**src/rtl/nn_pkg.sv**
```systemverilog
// Shared widths and FSM state type for the output-neuron / argmax slice.
package nn_pkg;
  localparam int NUM_CLASSES_DEF = 10;
  localparam int SCORE_W_DEF     = 21;
  localparam int IDX_W_DEF       = 4;

  typedef enum logic [1:0] {
    IDLE    = 2'd0,
    COLLECT = 2'd1,
    DONE    = 2'd2
  } state_e;
endpackage

```
**src/rtl/argmax_cmp.sv**
```systemverilog
// Combinational compare/update of the running (max, idx[, second]) against one score.
// ARGMAX_MARGIN_EN adds the second-highest tracking path.
module argmax_cmp
  import nn_pkg::*;
#(
  parameter int SCORE_W = SCORE_W_DEF,
  parameter int IDX_W   = IDX_W_DEF
) (
  input  logic [SCORE_W-1:0] score_i,
  input  logic [IDX_W-1:0]   count_i,
  input  logic [SCORE_W-1:0] max_i,
  input  logic [IDX_W-1:0]   idx_i,
`ifdef ARGMAX_MARGIN_EN
  input  logic [SCORE_W-1:0] second_i,
  output logic [SCORE_W-1:0] second_o,
`endif
  output logic [SCORE_W-1:0] max_o,
  output logic [IDX_W-1:0]   idx_o
);
  logic new_max;

  // Strict greater-than so ties keep the lower index.
  assign new_max = (count_i == '0) || (score_i > max_i);

  always_comb begin
    max_o = new_max ? score_i : max_i;
    idx_o = new_max ? count_i : idx_i;
`ifdef ARGMAX_MARGIN_EN
    if (new_max)               second_o = max_i;
    else if (score_i > second_i) second_o = score_i;
    else                       second_o = second_i;
`endif
  end
endmodule

```
**src/rtl/class_argmax.sv**
```systemverilog
// Frame-based argmax over NUM_CLASSES output-neuron scores with a valid/ready result.
// ARGMAX_MARGIN_EN adds margin_o = max minus second-highest score.
module class_argmax
  import nn_pkg::*;
#(
  parameter int NUM_CLASSES = NUM_CLASSES_DEF,
  parameter int SCORE_W     = SCORE_W_DEF,
  parameter int IDX_W       = IDX_W_DEF
) (
  input  logic               clk_i,
  input  logic               rst_i,
  input  logic               start_i,
  input  logic               score_valid_i,
  input  logic [SCORE_W-1:0] score_i,
  output logic               score_ready_o,
  output logic               class_valid_o,
  input  logic               class_ready_i,
  output logic [IDX_W-1:0]   class_o,
  output logic [SCORE_W-1:0] max_score_o,
`ifdef ARGMAX_MARGIN_EN
  output logic [SCORE_W-1:0] margin_o,
`endif
  output logic               busy_o
);
  state_e             state_q, state_d;
  logic [IDX_W-1:0]   count_q, count_d;
  logic [IDX_W-1:0]   idx_q, idx_d, idx_n;
  logic [SCORE_W-1:0] max_q, max_d, max_n;
  logic               valid_q, valid_d;
  logic               last;
`ifdef ARGMAX_MARGIN_EN
  logic [SCORE_W-1:0] second_q, second_d, second_n;
  logic [SCORE_W-1:0] margin_q, margin_d;
`endif

  argmax_cmp #(.SCORE_W(SCORE_W), .IDX_W(IDX_W)) u_cmp (
    .score_i  (score_i),
    .count_i  (count_q),
    .max_i    (max_q),
    .idx_i    (idx_q),
`ifdef ARGMAX_MARGIN_EN
    .second_i (second_q),
    .second_o (second_n),
`endif
    .max_o    (max_n),
    .idx_o    (idx_n)
  );

  assign last = (count_q == IDX_W'(NUM_CLASSES - 1));

  always_comb begin
    state_d = state_q;
    count_d = count_q;
    idx_d   = idx_q;
    max_d   = max_q;
    valid_d = valid_q;
`ifdef ARGMAX_MARGIN_EN
    second_d = second_q;
    margin_d = margin_q;
`endif
    unique case (state_q)
      IDLE, COLLECT: begin
        // start_i opens or restarts a frame; a score in the same cycle is dropped.
        if (start_i) begin
          state_d = COLLECT;
          count_d = '0;
          idx_d   = '0;
          max_d   = '0;
`ifdef ARGMAX_MARGIN_EN
          second_d = '0;
          margin_d = '0;
`endif
        end else if (state_q == COLLECT && score_valid_i) begin
          idx_d   = idx_n;
          max_d   = max_n;
          count_d = count_q + IDX_W'(1);
`ifdef ARGMAX_MARGIN_EN
          second_d = second_n;
          margin_d = max_n - second_n;
`endif
          if (last) begin
            state_d = DONE;
            valid_d = 1'b1;
          end
        end
      end
      DONE: begin
        if (class_ready_i) begin
          state_d = IDLE;
          valid_d = 1'b0;
        end
      end
      default: state_d = IDLE;
    endcase
  end

  always_ff @(posedge clk_i or negedge rst_i) begin
    if (!rst_i) begin
      state_q  <= IDLE;
      count_q  <= '0;
      idx_q    <= '0;
      max_q    <= '0;
      valid_q  <= 1'b0;
`ifdef ARGMAX_MARGIN_EN
      second_q <= '0;
      margin_q <= '0;
`endif
    end else begin
      state_q  <= state_d;
      count_q  <= count_d;
      idx_q    <= idx_d;
      max_q    <= max_d;
      valid_q  <= valid_d;
`ifdef ARGMAX_MARGIN_EN
      second_q <= second_d;
      margin_q <= margin_d;
`endif
    end
  end

  assign score_ready_o = (state_q == COLLECT);
  assign busy_o        = (state_q != IDLE);
  assign class_valid_o = valid_q;
  assign class_o       = idx_q;
  assign max_score_o   = max_q;
`ifdef ARGMAX_MARGIN_EN
  assign margin_o      = margin_q;
`endif
endmodule

```
**config.mk**
```make
export PLATFORM = sky130hd
export DESIGN_NAME = class_argmax
export DESIGN_NICKNAME = d
export VERILOG_FILES = /design/src/rtl/nn_pkg.sv /design/src/rtl/argmax_cmp.sv /design/src/rtl/class_argmax.sv
export SDC_FILE = /design/constraint.sdc
export NUM_CORES = 1
export LEC_CHECK = 0
export ABC_AREA = 0
export CORE_ASPECT_RATIO = 1.2
export CORE_MARGIN = 2
export CORE_UTILIZATION = 30
export DETAILED_ROUTE_END_ITERATION = 8
export PLACE_DENSITY_LB_ADDON = 0.08
export SLEW_MARGIN = 15
export SYNTH_ARGS = -nofsm -noshare
export SYNTH_HDL_FRONTEND = slang
export SYNTH_HIERARCHICAL = 1
export SYNTH_SLANG_ARGS = --single-unit
```
**constraint.sdc**
```tcl
create_clock -name clk_i -period 2.2 [get_ports clk_i]
set_input_delay 0.44 -clock clk_i [delete_from_list [all_inputs] [get_ports clk_i]]
set_output_delay 0.44 -clock clk_i [all_outputs]
set_load 0.05 [all_outputs]
```
# Yosys cells after proc, flatten, opt, wreduce, memory -nomap -nowiden
# Index checks and enable logic that the tools add are counted.
# op_classes
n_reduce_logical,13
n_addsub,1
mul,0
n_bitwise,0
muxes,18
n_eq_ne,9
div,0
shift,0
order_cmp,1
# op_table
cell,count
21-bit two-way mux,3
21-bit greater-than comparator,1
4-bit two-way mux,5
2-bit two-way mux,4
2-bit inequality test (second input constant),4
2-bit nonzero test,4
3-bit inequality test (second input constant),2
3-bit AND reduction,2
5-bit AND reduction,1
4-bit by 1-bit adder with 4-bit output (second input constant),1
4-bit == test (second input constant),1
4-bit logical NOT,1
1-bit two-way mux,4
2-bit one-hot mux with 2 select lines,1
2-bit by 1-bit == test with 1-bit output (second input constant),1
2-bit == test (second input constant),1
2-bit logical NOT,1
1-bit one-hot mux with 2 select lines,1
2-bit AND reduction,1
2-bit OR reduction,1
1-bit logical AND,1
1-bit logical OR,1
# word_totals
latch_bits,0
romBits,0
memories,0
word_cells,47
ram_bits,0
output_inout_bits,28
ff_bits,32

# Depth between registers and ports, before layout
# logic_depth
word_depth,5
ltp_mapped,10
depth_no_buf,9

# By module
# Netlist, hierarchy kept.
# by_module_without_submodules
mod,cells_per_inst,area_per_inst_um2,n_inst
class_argmax,98,1307.5,1
argmax_cmp,111,959.7,1

# Least setup slack after synthesis
# No wires, ideal clock.
# synth_path
path_kind,register to register
from,"register max_q[2], in the netlist max_score_o[2]"
to,"register max_q[12], in the netlist max_score_o[12]"
path_buffers,1
path_slack_ps,-527
path_stages_with_launch,11
setup_time_ps,121
arrival_time_ps,2606
path_cell_list,dfrtp_1 -> inv_1 -> ha_1 -> and4b_1 -> o21a_1 -> o31ai_1 -> o211ai_1 -> a21oi_2 -> buf_6 -> mux2_4 -> a22o_1
# synth_between
elab_chain_len,4
# synth_rtl
element,line_no,source
start: declaration,class_argmax.sv:28,"logic [SCORE_W-1:0] max_q, max_d, max_n;"
start signal: assignment,class_argmax.sv:112,max_q <= max_d;
21-bit greater-than comparator,argmax_cmp.sv:23,assign new_max = (count_i == '0) || (score_i > max_i);
1-bit logical OR,argmax_cmp.sv:23,
2-bit nonzero test (no source line),-,
3-bit AND reduction (no source line),-,
# Every way passes these cells.
# A chain may end at the register's enable or synchronous reset.

# Final worst setup path
# layout_path
from,input score_i[2]
to,"register max_q[12], in the netlist max_score_o[12]"
# layout_between
elab_chain_len,4
# layout_rtl
element,line_no,source
start: declaration,class_argmax.sv:14,"input logic [SCORE_W-1:0] score_i,"
21-bit greater-than comparator,argmax_cmp.sv:23,
1-bit logical OR,argmax_cmp.sv:23,
2-bit nonzero test (no source line),-,
3-bit AND reduction (no source line),-,
# Every way passes these cells.

==> impl_metrics.env <==
export IMPL_rsz0062_at_grt="yes"
export IMPL_grt_pass1_vias=1967
export IMPL_clock_skew_ns=0.00492
export IMPL_nNetsFinal=355
export IMPL_synth_area_leaders="dfrtp_1 (35%), mux2_4 (13%), ha_1 (13%)"
export IMPL_place_congestion=0.715
export IMPL_grt_antenna_before_repair=0
export IMPL_ys_ff_latch=32
export IMPL_dieArea_mm2=0.00827
export IMPL_htreeDepth=2
export IMPL_track_usage_pct=14.6
export IMPL_finalCritPeriodShare_pct=113
export IMPL_dp_cells=382
export IMPL_critPathArrivalTime_ns=2.64
export IMPL_grt_max_degree=33
export IMPL_status="complete, but fails checks"
export IMPL_core_mm2=0.00727
export IMPL_synth_seq_area_share_pct=35.3
export IMPL_violations="setup timing"
export IMPL_clkLatencyLatePin_ns=0.28
export IMPL_slew_viol_final=0
export IMPL_cp_cell_sequence="dlygate4sd2_1 > ha_4 > and4b_1 > o21a_1 > o31ai_2 > o211ai_1 > a21oi_4 > buf_6 > mux2_4 > a22o_1"
export IMPL_drc=0
export IMPL_final_core_util_pct=47.7
export IMPL_cp_top_family="compound AO/OA/AOI/OAI gates"
export IMPL_peakVddDrop_uv=201
export IMPL_slowest_delay_ns=0.31
export IMPL_root_buffer="clkbuf_8"
export IMPL_fin_setup_tns_ns=-5.98
export IMPL_area_delta_synth_final_pct=53.2
export IMPL_finalHoldViolCount=0
export IMPL_power_leakage_nw=1.57
export IMPL_r2r_end="max_score_o[12]"
export IMPL_gr_total_overflow=0
export IMPL_hpwl_um=3990
export IMPL_worst_slack_ns=-0.277
export IMPL_grt_first_pass_wirelength_um=9760
export IMPL_crit_end="max_score_o[12]"
export IMPL_placementRows=34
export IMPL_crit_type="input pin to flip-flop"
export IMPL_drtAntennaViolNets=0
export IMPL_slew_headroom_pct=66.0
export IMPL_cts_sinks=32
export IMPL_startpoint_type="input pin"
export IMPL_tritoncts="done"
export IMPL_setup_viol=25
export IMPL_tightest_slew_ns=0.509
export IMPL_synth_top_area_cell="dfrtp_1"
export IMPL_syn_nets=258
export IMPL_clk_pin_slew_ns=0.07
export IMPL_hold_class="flip-flop to flip-flop"
export IMPL_num_vias=1915
export IMPL_end_kind="flip-flop"
export IMPL_io_buffers=53
export IMPL_die_w_um=83.4
export IMPL_slowest_stage="mux2_4"
export IMPL_clk_path_buf_depth=2
export IMPL_maxCapViolations=0
export IMPL_syn_area_per_cell_um2=10.8
export IMPL_drtPass1Iterations=6
export IMPL_die_h_um=99.2
export IMPL_postSynthCellCount=209
export IMPL_min_period_ns=2.48
export IMPL_numCtsBuffers=5
export IMPL_path_buf_inv=2
export IMPL_cp_depth=10
export IMPL_cp_data_required_time_ns=2.37
export IMPL_initial_core_util_pct=31.2
export IMPL_ff2ff_path_depth=10
export IMPL_ys_warn_count=6
export IMPL_viasPerCell=4.82
export IMPL_cp_startpoint="score_i[2]"
export IMPL_cp_max_fo=7
export IMPL_max_freq_mhz=404
export IMPL_post_drt_wl_per_cell_um=14.6
export IMPL_r2r_start="max_score_o[2]"
export IMPL_drt_iter0_drc=43
export IMPL_power_mw=1.78
export IMPL_power_density_mw_per_mm2=514
export IMPL_synth_cell_area_mm2=0.00227
export IMPL_final_cells=397
export IMPL_post_synth_num_cell_types=33
export IMPL_regToRegSetupSlack_ns=-0.27
export IMPL_wl_um=5790
export IMPL_hold_buffers=0
export IMPL_yosysTopAreaCellShare_pct=35.3
export IMPL_diodes=0
export IMPL_num_io_pins=54
export IMPL_layout_drive_gt1_share_pct=40.4
-- routing by layer --
metal | wire length, µm | vias up | GRT usage [%]
met2 | 2820 | 39 | 24.3
met5 | 0 | - | 0
met3 | 242 | 4 | 3.65
met4 | 40 | 0 | 3.78
li1 | - | 952 | -
met1 | 2680 | 920 | 19.1
-- cells in the final DEF, fill, tap and decap left out, types with 7 or more instances in the layout --
cell type / synthesis / final
buf_4: 1 / 43
clkdlybuf4s50_1: 0 / 31
a22o_1: 26 / 26
mux2_4: 20 / 24
inv_1: 26 / 18
dlygate4sd2_1: 0 / 18
dfrtp_2: 0 / 17
dfrtp_1: 32 / 15
ha_4: 0 / 12
a21oi_1: 12 / 11
ha_1: 23 / 11
nand2_1: 11 / 10
inv_2: 0 / 8
nor2b_1: 7 / 7
-- kinds of logic after synthesis --
| kind of cell | synth area share (%) |
|---|---|
| simple gates | 10.4 |
| compound gates | 17.4 |
| mux | 16.2 |
| fa+ha+maj | 12.7 |
| buf+inv | 8.06 |
| flops | 35.3 |
-- worst min-delay path by stage --
| stage | start | cells after the start | slack (ns) | to |
|---|---|---|---|---|
| floorplan | rst_i | 0 | 0.14 | class_o[0] |
| global placement | class_valid_o | 2 | 0.50 | class_valid_o |
| detailed placement | class_valid_o | 2 | 0.49 | class_valid_o |
| CTS | class_valid_o | 2 | 0.51 | class_valid_o |
| global route | class_valid_o | 2 | 0.54 | class_valid_o |
| finish | class_valid_o | 2 | 0.51 | class_valid_o |
-- cell type report --
cell class | instances | area [µm²]
well taps | 90 | 113
flip-flops and latches | 32 | 822
clock buffers | 8 | 80.1
fillers | 706 | 3800
multi-input cells | 142 | 1490
inverters | 26 | 97.6
repair buffers | 99 | 875
-- metrics by stage --
stage	cell area [µm²]	worst slack, ns	hold slack [ns]
floorplan	2390	-0.319	0.144
global placement	3270	-0.844	0.500
detailed placement	3270	-0.883	0.487
CTS	3500	-0.356	0.508
global route	3470	-0.412	0.537
finish	3470	-0.277	0.509
-- synthesized netlist by cell type, drive strengths merged --
cell    number
dfrtp       32
a22o        26
inv         26
mux2        25
ha          23
a21oi       13
nand2       12
buf          9
nor2b        7
o21ai        6
nand4        5
nor2         4
nand3        3
nor4         3
o31ai        3
nand4b       2
o211ai       2
a21o         1
a221o        1
and4b        1
and4bb       1
mux2i        1
nor3         1
o21a         1
or2          1
-- registers in the layout, indices dropped and copies added (netlist names) --
register / cells
state_q: 2
count_q: 4
class_valid_o: 1
class_o: 4
max_score_o: 21
-- worst reg2reg max path: cells and delay by family (launching register included) --
family / cells / cell delay (ns)
flip-flops: 1 / 0.41
buffers and inverters: 2 / 0.26
multiplexers: 1 / 0.31
AND/OR/NAND/NOR: 1 / 0.20
AO/OA/AOI/OAI: 5 / 0.98
adder cells (fa/ha/maj): 1 / 0.19
-- timing repair --
action / in CTS / in global routing
pin swaps: 22 / 7
endpoints found under the hold margin: 0 / 0
cloned: 1 / 0
setup endpoints to repair: 25 / 25
resized for setup: 41 / 3
setup buffers: 9 / 2
-- power breakdown --
group | total (mW) | switching, mW | internal, mW
clock network | 0.442 | 0.217 | 0.225
registers | 0.652 | 0.0261 | 0.625
logic | 0.691 | 0.348 | 0.342
No activity file was read; power rests on OpenSTA's default activity.
